## config.mk

```make
export PLATFORM = sky130hd
export DESIGN_NAME = miner_job_master
export DESIGN_NICKNAME = d
export VERILOG_FILES = /design/src/rtl/miner_pkg.sv /design/src/rtl/avalon_master_port.sv /design/src/rtl/miner_job_master.sv
export SDC_FILE = /design/constraint.sdc
export NUM_CORES = 2
export LEC_CHECK = 0
export ABC_AREA = 1
export BUFFER_PORTS_ARGS = -buffer_cell sky130_fd_sc_hd__buf_2
export CORE_AREA = 2 2 380 382
export CTS_CLUSTER_SIZE = 14
export DETAILED_ROUTE_END_ITERATION = 7
export DIE_AREA = 0 0 382 384
export PLACE_DENSITY_LB_ADDON = 0.15
export SLEW_MARGIN = 30
export SYNTH_ARGS = -nofsm -noshare
export SYNTH_HDL_FRONTEND = slang
export SYNTH_SLANG_ARGS = --single-unit
```

## constraint.sdc

```tcl
create_clock -name clk -period 57.9 [get_ports clk]
set_input_delay 8.685 -clock clk [delete_from_list [all_inputs] [get_ports clk]]
set_output_delay 8.685 -clock clk [all_outputs]
set_load 0.1 [all_outputs]
```

## src/rtl/miner_pkg.sv

```systemverilog
// Shared CSR map, word counts and FSM encoding for the miner job master.
package miner_pkg;
  localparam logic [4:0] ADDR_STATUS      = 5'd0;
  localparam logic [4:0] ADDR_CTRL        = 5'd1;
  localparam logic [4:0] ADDR_TARGET_BASE = 5'd2;
  localparam logic [4:0] ADDR_NONCE       = 5'd10;
  localparam logic [4:0] ADDR_MSG_BASE    = 5'd11;

  localparam int TARGET_WORDS = 8;
  localparam int MSG_WORDS    = 19;

  localparam int STAT_COMPLETE   = 0;
  localparam int STAT_FOUND      = 1;
  localparam int CTRL_NEW_TARGET = 0;
  localparam int CTRL_NEW_MSG    = 1;

  typedef enum logic [3:0] {
    S_IDLE,
    S_WR_TGT,
    S_WR_MSG,
    S_CTRL_CLR,
    S_CTRL_SET,
    S_POLL_WAIT,
    S_POLL_RD,
    S_RD_NONCE,
    S_RESULT
  } state_e;
endpackage

```

## src/rtl/avalon_master_port.sv

```systemverilog
// Single-outstanding Avalon-MM command engine; o_done pulses on write
// acceptance or on read data return (o_rdata valid in that cycle).
module avalon_master_port (
  input  logic        clk,
  input  logic        rst,
  input  logic        i_start,
  input  logic        i_write,
  input  logic [4:0]  i_addr,
  input  logic [31:0] i_wdata,
  output logic        o_done,
  output logic [31:0] o_rdata,
  output logic [4:0]  m_address,
  output logic        m_chipselect,
  output logic        m_write,
  output logic        m_read,
  output logic [31:0] m_writedata,
  input  logic        m_waitrequest,
  input  logic [31:0] m_readdata,
  input  logic        m_readdatavalid
);
  logic        r_wr;
  logic        r_rd;
  logic        r_pend;
  logic [4:0]  r_addr;
  logic [31:0] r_wdata;
  logic        w_acc;

  assign w_acc  = (r_wr | r_rd) & ~m_waitrequest;
  assign o_done = (r_wr & ~m_waitrequest) | (r_pend & m_readdatavalid);
  assign o_rdata = m_readdata;

  assign m_address    = r_addr;
  assign m_writedata  = r_wdata;
  assign m_write      = r_wr;
  assign m_read       = r_rd;
  assign m_chipselect = r_wr | r_rd;

  // A new command may be loaded in the same cycle the previous one completes.
  always_ff @(posedge clk or posedge rst) begin
    if (rst) begin
      r_wr    <= 1'b0;
      r_rd    <= 1'b0;
      r_pend  <= 1'b0;
      r_addr  <= '0;
      r_wdata <= '0;
    end else if (i_start) begin
      r_wr    <= i_write;
      r_rd    <= ~i_write;
      r_pend  <= 1'b0;
      r_addr  <= i_addr;
      r_wdata <= i_wdata;
    end else if (w_acc) begin
      r_wr    <= 1'b0;
      r_rd    <= 1'b0;
      r_pend  <= r_rd;
    end else if (r_pend && m_readdatavalid) begin
      r_pend  <= 1'b0;
    end
  end
endmodule

```

## src/rtl/miner_job_master.sv

```systemverilog
// Programs a miner over Avalon-MM, polls it and returns the result.
// Optional poll timeout enabled by defining MINER_TIMEOUT_EN.
import miner_pkg::*;

module miner_job_master #(
  parameter int POLL_GAP       = 16,
  parameter int TIMEOUT_CYCLES = 16777216
) (
  input  logic         clk,
  input  logic         rst,
  input  logic         job_valid,
  output logic         job_ready,
  input  logic [255:0] job_target,
  input  logic [607:0] job_msg,
  output logic         res_valid,
  input  logic         res_ready,
  output logic         res_found,
  output logic [31:0]  res_nonce,
  output logic         res_timeout,
  output logic         busy,
  output logic [4:0]   m_address,
  output logic         m_chipselect,
  output logic         m_write,
  output logic         m_read,
  output logic [31:0]  m_writedata,
  input  logic         m_waitrequest,
  input  logic [31:0]  m_readdata,
  input  logic         m_readdatavalid
);
  state_e       r_state;
  state_e       w_state_n;
  logic [4:0]   r_idx;
  logic [4:0]   w_idx_n;
  logic [31:0]  r_gap;
  logic [255:0] r_target;
  logic [607:0] r_msg;
  logic         r_found;
  logic [31:0]  r_nonce;
  logic         r_res_to;
  logic         w_issue;
  logic         w_wr;
  logic [4:0]   w_addr;
  logic [31:0]  w_wdata;
  logic         w_done;
  logic [31:0]  w_rdata;
  logic         w_to;
  logic         w_accept;

  assign w_accept    = (r_state == S_IDLE) && job_valid;
  assign job_ready   = (r_state == S_IDLE);
  assign busy        = (r_state != S_IDLE);
  assign res_valid   = (r_state == S_RESULT);
  assign res_found   = r_found;
  assign res_nonce   = r_nonce;
  assign res_timeout = r_res_to;

`ifdef MINER_TIMEOUT_EN
  logic [31:0] r_tcnt;
  assign w_to = (r_tcnt >= 32'(TIMEOUT_CYCLES));
  always_ff @(posedge clk or posedge rst) begin
    if (rst)
      r_tcnt <= '0;
    else if (w_accept)
      r_tcnt <= '0;
    else if ((r_state == S_POLL_WAIT || r_state == S_POLL_RD) && !w_to)
      r_tcnt <= r_tcnt + 32'd1;
  end
`else
  localparam int w_unused_to = TIMEOUT_CYCLES;
  assign w_to = 1'b0;
`endif

  always_comb begin
    w_state_n = r_state;
    w_idx_n   = r_idx;
    w_issue   = 1'b0;
    unique case (r_state)
      S_IDLE: if (job_valid) begin
        w_state_n = S_WR_TGT;
        w_idx_n   = '0;
        w_issue   = 1'b1;
      end
      S_WR_TGT: if (w_done) begin
        w_issue = 1'b1;
        if (r_idx == 5'(TARGET_WORDS - 1)) begin
          w_state_n = S_WR_MSG;
          w_idx_n   = '0;
        end else begin
          w_idx_n = r_idx + 5'd1;
        end
      end
      S_WR_MSG: if (w_done) begin
        w_issue = 1'b1;
        if (r_idx == 5'(MSG_WORDS - 1))
          w_state_n = S_CTRL_CLR;
        else
          w_idx_n = r_idx + 5'd1;
      end
      S_CTRL_CLR: if (w_done) begin
        w_state_n = S_CTRL_SET;
        w_issue   = 1'b1;
      end
      S_CTRL_SET: if (w_done) w_state_n = S_POLL_WAIT;
      S_POLL_WAIT:
        if (w_to) begin
          w_state_n = S_RESULT;
        end else if (r_gap == 32'(POLL_GAP - 1)) begin
          w_state_n = S_POLL_RD;
          w_issue   = 1'b1;
        end
      S_POLL_RD: if (w_done) begin
        if (w_to || (w_rdata[STAT_COMPLETE] && !w_rdata[STAT_FOUND]))
          w_state_n = S_RESULT;
        else if (!w_rdata[STAT_COMPLETE])
          w_state_n = S_POLL_WAIT;
        else begin
          w_state_n = S_RD_NONCE;
          w_issue   = 1'b1;
        end
      end
      S_RD_NONCE: if (w_done) w_state_n = S_RESULT;
      S_RESULT: if (res_ready) w_state_n = S_IDLE;
      default: w_state_n = S_IDLE;
    endcase
  end

  // Command for the state being entered; word 0 comes straight off the job bus.
  always_comb begin
    w_wr    = 1'b1;
    w_addr  = '0;
    w_wdata = '0;
    case (w_state_n)
      S_WR_TGT: begin
        w_addr  = ADDR_TARGET_BASE + w_idx_n;
        w_wdata = (r_state == S_IDLE) ? job_target[31:0]
                                      : r_target[{w_idx_n[2:0], 5'b0} +: 32];
      end
      S_WR_MSG: begin
        w_addr  = ADDR_MSG_BASE + w_idx_n;
        w_wdata = r_msg[{w_idx_n, 5'b0} +: 32];
      end
      S_CTRL_CLR: w_addr = ADDR_CTRL;
      S_CTRL_SET: begin
        w_addr  = ADDR_CTRL;
        w_wdata = (32'd1 << CTRL_NEW_TARGET) | (32'd1 << CTRL_NEW_MSG);
      end
      S_POLL_RD: begin
        w_wr   = 1'b0;
        w_addr = ADDR_STATUS;
      end
      S_RD_NONCE: begin
        w_wr   = 1'b0;
        w_addr = ADDR_NONCE;
      end
      default: w_wr = 1'b1;
    endcase
  end

  always_ff @(posedge clk or posedge rst) begin
    if (rst) begin
      r_state  <= S_IDLE;
      r_idx    <= '0;
      r_gap    <= '0;
      r_target <= '0;
      r_msg    <= '0;
      r_found  <= 1'b0;
      r_nonce  <= '0;
      r_res_to <= 1'b0;
    end else begin
      r_state <= w_state_n;
      r_idx   <= w_idx_n;
      r_gap   <= (r_state == S_POLL_WAIT && w_state_n == S_POLL_WAIT)
                 ? r_gap + 32'd1 : '0;
      if (w_accept) begin
        r_target <= job_target;
        r_msg    <= job_msg;
        r_found  <= 1'b0;
        r_nonce  <= '0;
        r_res_to <= 1'b0;
      end else if (w_state_n == S_RESULT && r_state != S_RESULT) begin
        r_found  <= (r_state == S_RD_NONCE);
        r_nonce  <= (r_state == S_RD_NONCE) ? w_rdata : 32'd0;
        r_res_to <= (r_state != S_RD_NONCE) && w_to;
      end
    end
  end

  avalon_master_port u_port (
    .clk             (clk),
    .rst             (rst),
    .i_start         (w_issue),
    .i_write         (w_wr),
    .i_addr          (w_addr),
    .i_wdata         (w_wdata),
    .o_done          (w_done),
    .o_rdata         (w_rdata),
    .m_address       (m_address),
    .m_chipselect    (m_chipselect),
    .m_write         (m_write),
    .m_read          (m_read),
    .m_writedata     (m_writedata),
    .m_waitrequest   (m_waitrequest),
    .m_readdata      (m_readdata),
    .m_readdatavalid (m_readdatavalid)
  );
endmodule

```

==> run summary <==
result of the run = completed
Non-Filler Instances = 9,104
number of maximum-capacitance constraint violations = 0
antenna violations before repair = 28
standard-cell rows = 139
effective utilization at floorplan = 0.329
Mean Syn Cell Area = 7.38 sq um
Setup TNS Final = 0 ns
GR Overflow Total = 0
Largest stage delay, worst path = 0.82 ns
placed cell count = 8,888
type of element capturing the critical path = register
number of warning messages in the yosys log = 0
TritonCTS Buffers = 113
endpoint of the lowest-slack register-to-register path = u_port.m_writedata[22]
clock network fraction of design power = 0.228
worst max-slew margin expressed relative to the limit = 0.152
sum of net half-perimeters after detailed placement = 162 mm
mean number of vias per cell = 5.11
root buffer cell = sky130_fd_sc_hd__clkbuf_16
vias in the first global route = 45,300
most common cell after layout, fill and taps aside = sky130_fd_sc_hd__nand2_1
worst hold path type = register to register
end point of the worst hold path = r_gap[0]
Hold Violations, Final = 0
clock edge transition at the registers on the reported setup and hold paths = 0.06 ns
DRT Wirelength = 222 mm
flop and latch count out of synthesis = 978
Placement Setup Slack = 45.00 ns
total number of cells along the worst setup path = 18
Final Cell Area = 57,000 sq um
kind of cell adding the most delay to the critical path = buffers and inverters
Period Utilization, post-route = 0.213
power density of the placed cells = 55.9 nW/um^2
clock tree from TritonCTS = done
Resized Gates After CTS = 0
synthesized net count = 7,279
maximum VDD drop = 44.4 uV
synthesis-to-layout area growth = 21.2%
Crit path buffers/inverters = 6
cell with the biggest individual delay on the critical path = sky130_fd_sc_hd__buf_4
worst path cell trace = buf_2, inv_2, nand2_2, nand2_4, inv_2, nand2_1, nand3_1, nand2_2, buf_4, nand2_8, buf_4, buf_4, nand2_1, nand3_1, nand3_1, nand3_1, nand3_1, a21oi_1
asr flop ratio synth = 1.00
GRT Util Overall = 0.294
overall power = 3.19 mW
TritonCTS sink count = 978
routability-driven placement congestion ratio = 0.885
Core Footprint = 143,000 sq um
later-pin clock latency in the skew report = 0.75 ns
die outline width = 382 microns
worst hold slack = 0.461 ns
Max Buffers Root-to-Sink = 3
most used flip-flop cell after synthesis = sky130_fd_sc_hd__dfrtp_1
DIE HEIGHT = 384 microns
Post-Syn Area = 47,000 sq um
leakage power figure = 30.1 nW
part of the power in registers = 0.370
number of port buffers = 977
number of cells traversed by the worst register-to-register path = 19
Pins Over Slew Limit = 0
Critical Path Fanout Max = 88
total number of H-tree levels = 3
Placement Cell Area = 53,200 sq um
number of buffers added to fix hold violations after cts = 0
sequential element share of the synthesized area = 0.520
combinational power share = 0.402
area of the die = 147,000 sq um
count of mapped cells out of synthesis = 6,371
start point of the worst min-delay path = r_gap[0]
time the final worst path needs with I/O delays and setup = 12.34 ns
origin of the critical flop-to-flop path = r_idx[0]
FMAX = 81.1 MHz
count of flip-flops with a built-in enable after synthesis = 0
maximum number of pins on one net before global-route repair = 212
# IOs = 979
kind of start point of the critical path = input port
final routed wire length divided by cell count = 24.4 microns
Min-Delay Path Depth = 1
Pre-Repair DR Iteration Count = 6
switching power summed over all nets = 1.44 mW
switching portion of total power = 0.451
data arrival time at the worst-slack endpoint = 13.00 ns
post-layout util = 0.399
FF-to-FF setup slack = 52.95 ns
initial drt markers = 4,492
Int Power = 1.75 mW
Clock Skew = 0.0447 ns
kind of critical path = input port to register
commonest non-fill, non-tap cells in the layout = sky130_fd_sc_hd__nand2_1 (2,996), sky130_fd_sc_hd__dfrtp_1 (978), sky130_fd_sc_hd__buf_2 (977)
share of layout cells above drive strength 1 = 0.175
final net count = 8,010
remaining design rule violation count = 0
Cell variety after synth = 39
Required @ worst endpoint = 58.56 ns
detailed-route via count = 46,500
PnR worst setup slack = 45.56 ns
setup repair after global routing missed its margin = no
Worst Tran Pin Value = 1.27 ns
remaining antenna violation count after routing = 0
final setup violation count = 0
Post-CTS Setup Repair Bufs = 0
dominant cell type by count on the critical path = sky130_fd_sc_hd__nand3_1
wire length of the first global-routing pass = 315 mm
[synth_stat cells, types with 5 or more instances]
master                     number  area, sq um
sky130_fd_sc_hd__nand2_1     3000        11300
sky130_fd_sc_hd__dfrtp_1      978        24500
sky130_fd_sc_hd__nand3_1      972         4860
sky130_fd_sc_hd__inv_1        284         1070
sky130_fd_sc_hd__o21ai_0      280         1400
sky130_fd_sc_hd__clkbuf_1     271         1020
sky130_fd_sc_hd__nor2_1       201          754
sky130_fd_sc_hd__buf_2        125          626
sky130_fd_sc_hd__a21oi_1       80          400
sky130_fd_sc_hd__nand4_1       40          250
sky130_fd_sc_hd__o21ai_1       22          110
sky130_fd_sc_hd__buf_1         18         67.6
sky130_fd_sc_hd__nor3_1        18         90.1
sky130_fd_sc_hd__xor2_1        15          131
sky130_fd_sc_hd__buf_4          9         67.6
sky130_fd_sc_hd__inv_2          8         30.0
sky130_fd_sc_hd__ha_1           6         75.1
sky130_fd_sc_hd__buf_6          5         56.3
[metal layers]
layer	global-route usage	wire length [microns]	vias up
met2	0.461	101000	2003
met4	0.126	10300	12
met1	0.396	93800	22600
li1	-	-	21600
met5	0	83	-
met3	0.0549	17000	330
[worst max path at each step]
stage / start / end
6_report: m_waitrequest / u_port.m_writedata[22]
5_1_grt: m_waitrequest / u_port.m_writedata[17]
4_1_cts: m_waitrequest / u_port.m_writedata[22]
3_5_place_dp: m_waitrequest / u_port.m_writedata[22]
3_3_place_gp: job_valid / r_msg[48]
2_1_floorplan: rst / r_gap[0]
[cells by family after synthesis]
family                   share of synthesized area
XOR/XNOR                                   0.00317
other                                    0.0000797
AND/OR/NAND/NOR                              0.370
flip-flops                                   0.520
buffers and inverters                       0.0624
AO/OA/AOI/OAI                               0.0422
adder cells (fa/ha/maj)                    0.00160
[state kept, by name (all words and copies together), names as in the netlist, 4 cells and up]
register            cells
r_target              256
u_port.m_writedata     32
res_nonce              32
r_state                 4
r_idx                   5
r_msg                 608
r_gap                  32
u_port.m_address        5
[power groups by stage]
stage | combinational, mW | sequential [mW] | clock [mW]
6_report | 1.28 | 1.18 | 0.725
4_1_cts | 1.28 | 1.17 | 0.739
5_1_grt | 1.42 | 1.20 | 0.765
2_1_floorplan | 0.733 | 1.24 | 0
3_5_place_dp | 1.28 | 1.18 | 0
3_3_place_gp | 1.27 | 1.18 | 0
[area by class of cell]
type                    instances  area, sq um
fillers                     15200        85800
flip-flops and latches        978        24500
multi-input cells            4671        19700
repair buffers               1044         5580
clock buffers                 171         3350
well taps                    1903         2380
inverters                     294         1130
clock inverters                35          342
diodes                          8         20.0
[worst register-to-register path, cell delays in order (launching register included)]
cell and delay [ns]:
sky130_fd_sc_hd__dfrtp_1 0.49, sky130_fd_sc_hd__inv_1 0.21, sky130_fd_sc_hd__ha_1 0.18, sky130_fd_sc_hd__nand2_1 0.05, sky130_fd_sc_hd__inv_1 0.07, sky130_fd_sc_hd__nand2_1 0.10, sky130_fd_sc_hd__nand2_1 0.10, sky130_fd_sc_hd__nand2_1 0.13
sky130_fd_sc_hd__nand3_1 0.12, sky130_fd_sc_hd__nand2_2 0.05, sky130_fd_sc_hd__buf_4 0.34, sky130_fd_sc_hd__nand2_8 0.39, sky130_fd_sc_hd__buf_4 0.84, sky130_fd_sc_hd__buf_4 0.90, sky130_fd_sc_hd__nand2_1 0.14, sky130_fd_sc_hd__nand3_1 0.11
sky130_fd_sc_hd__nand3_1 0.08, sky130_fd_sc_hd__nand3_1 0.30, sky130_fd_sc_hd__nand3_1 0.13, sky130_fd_sc_hd__a21oi_1 0.15
Power figures use the tool's default switching activity.
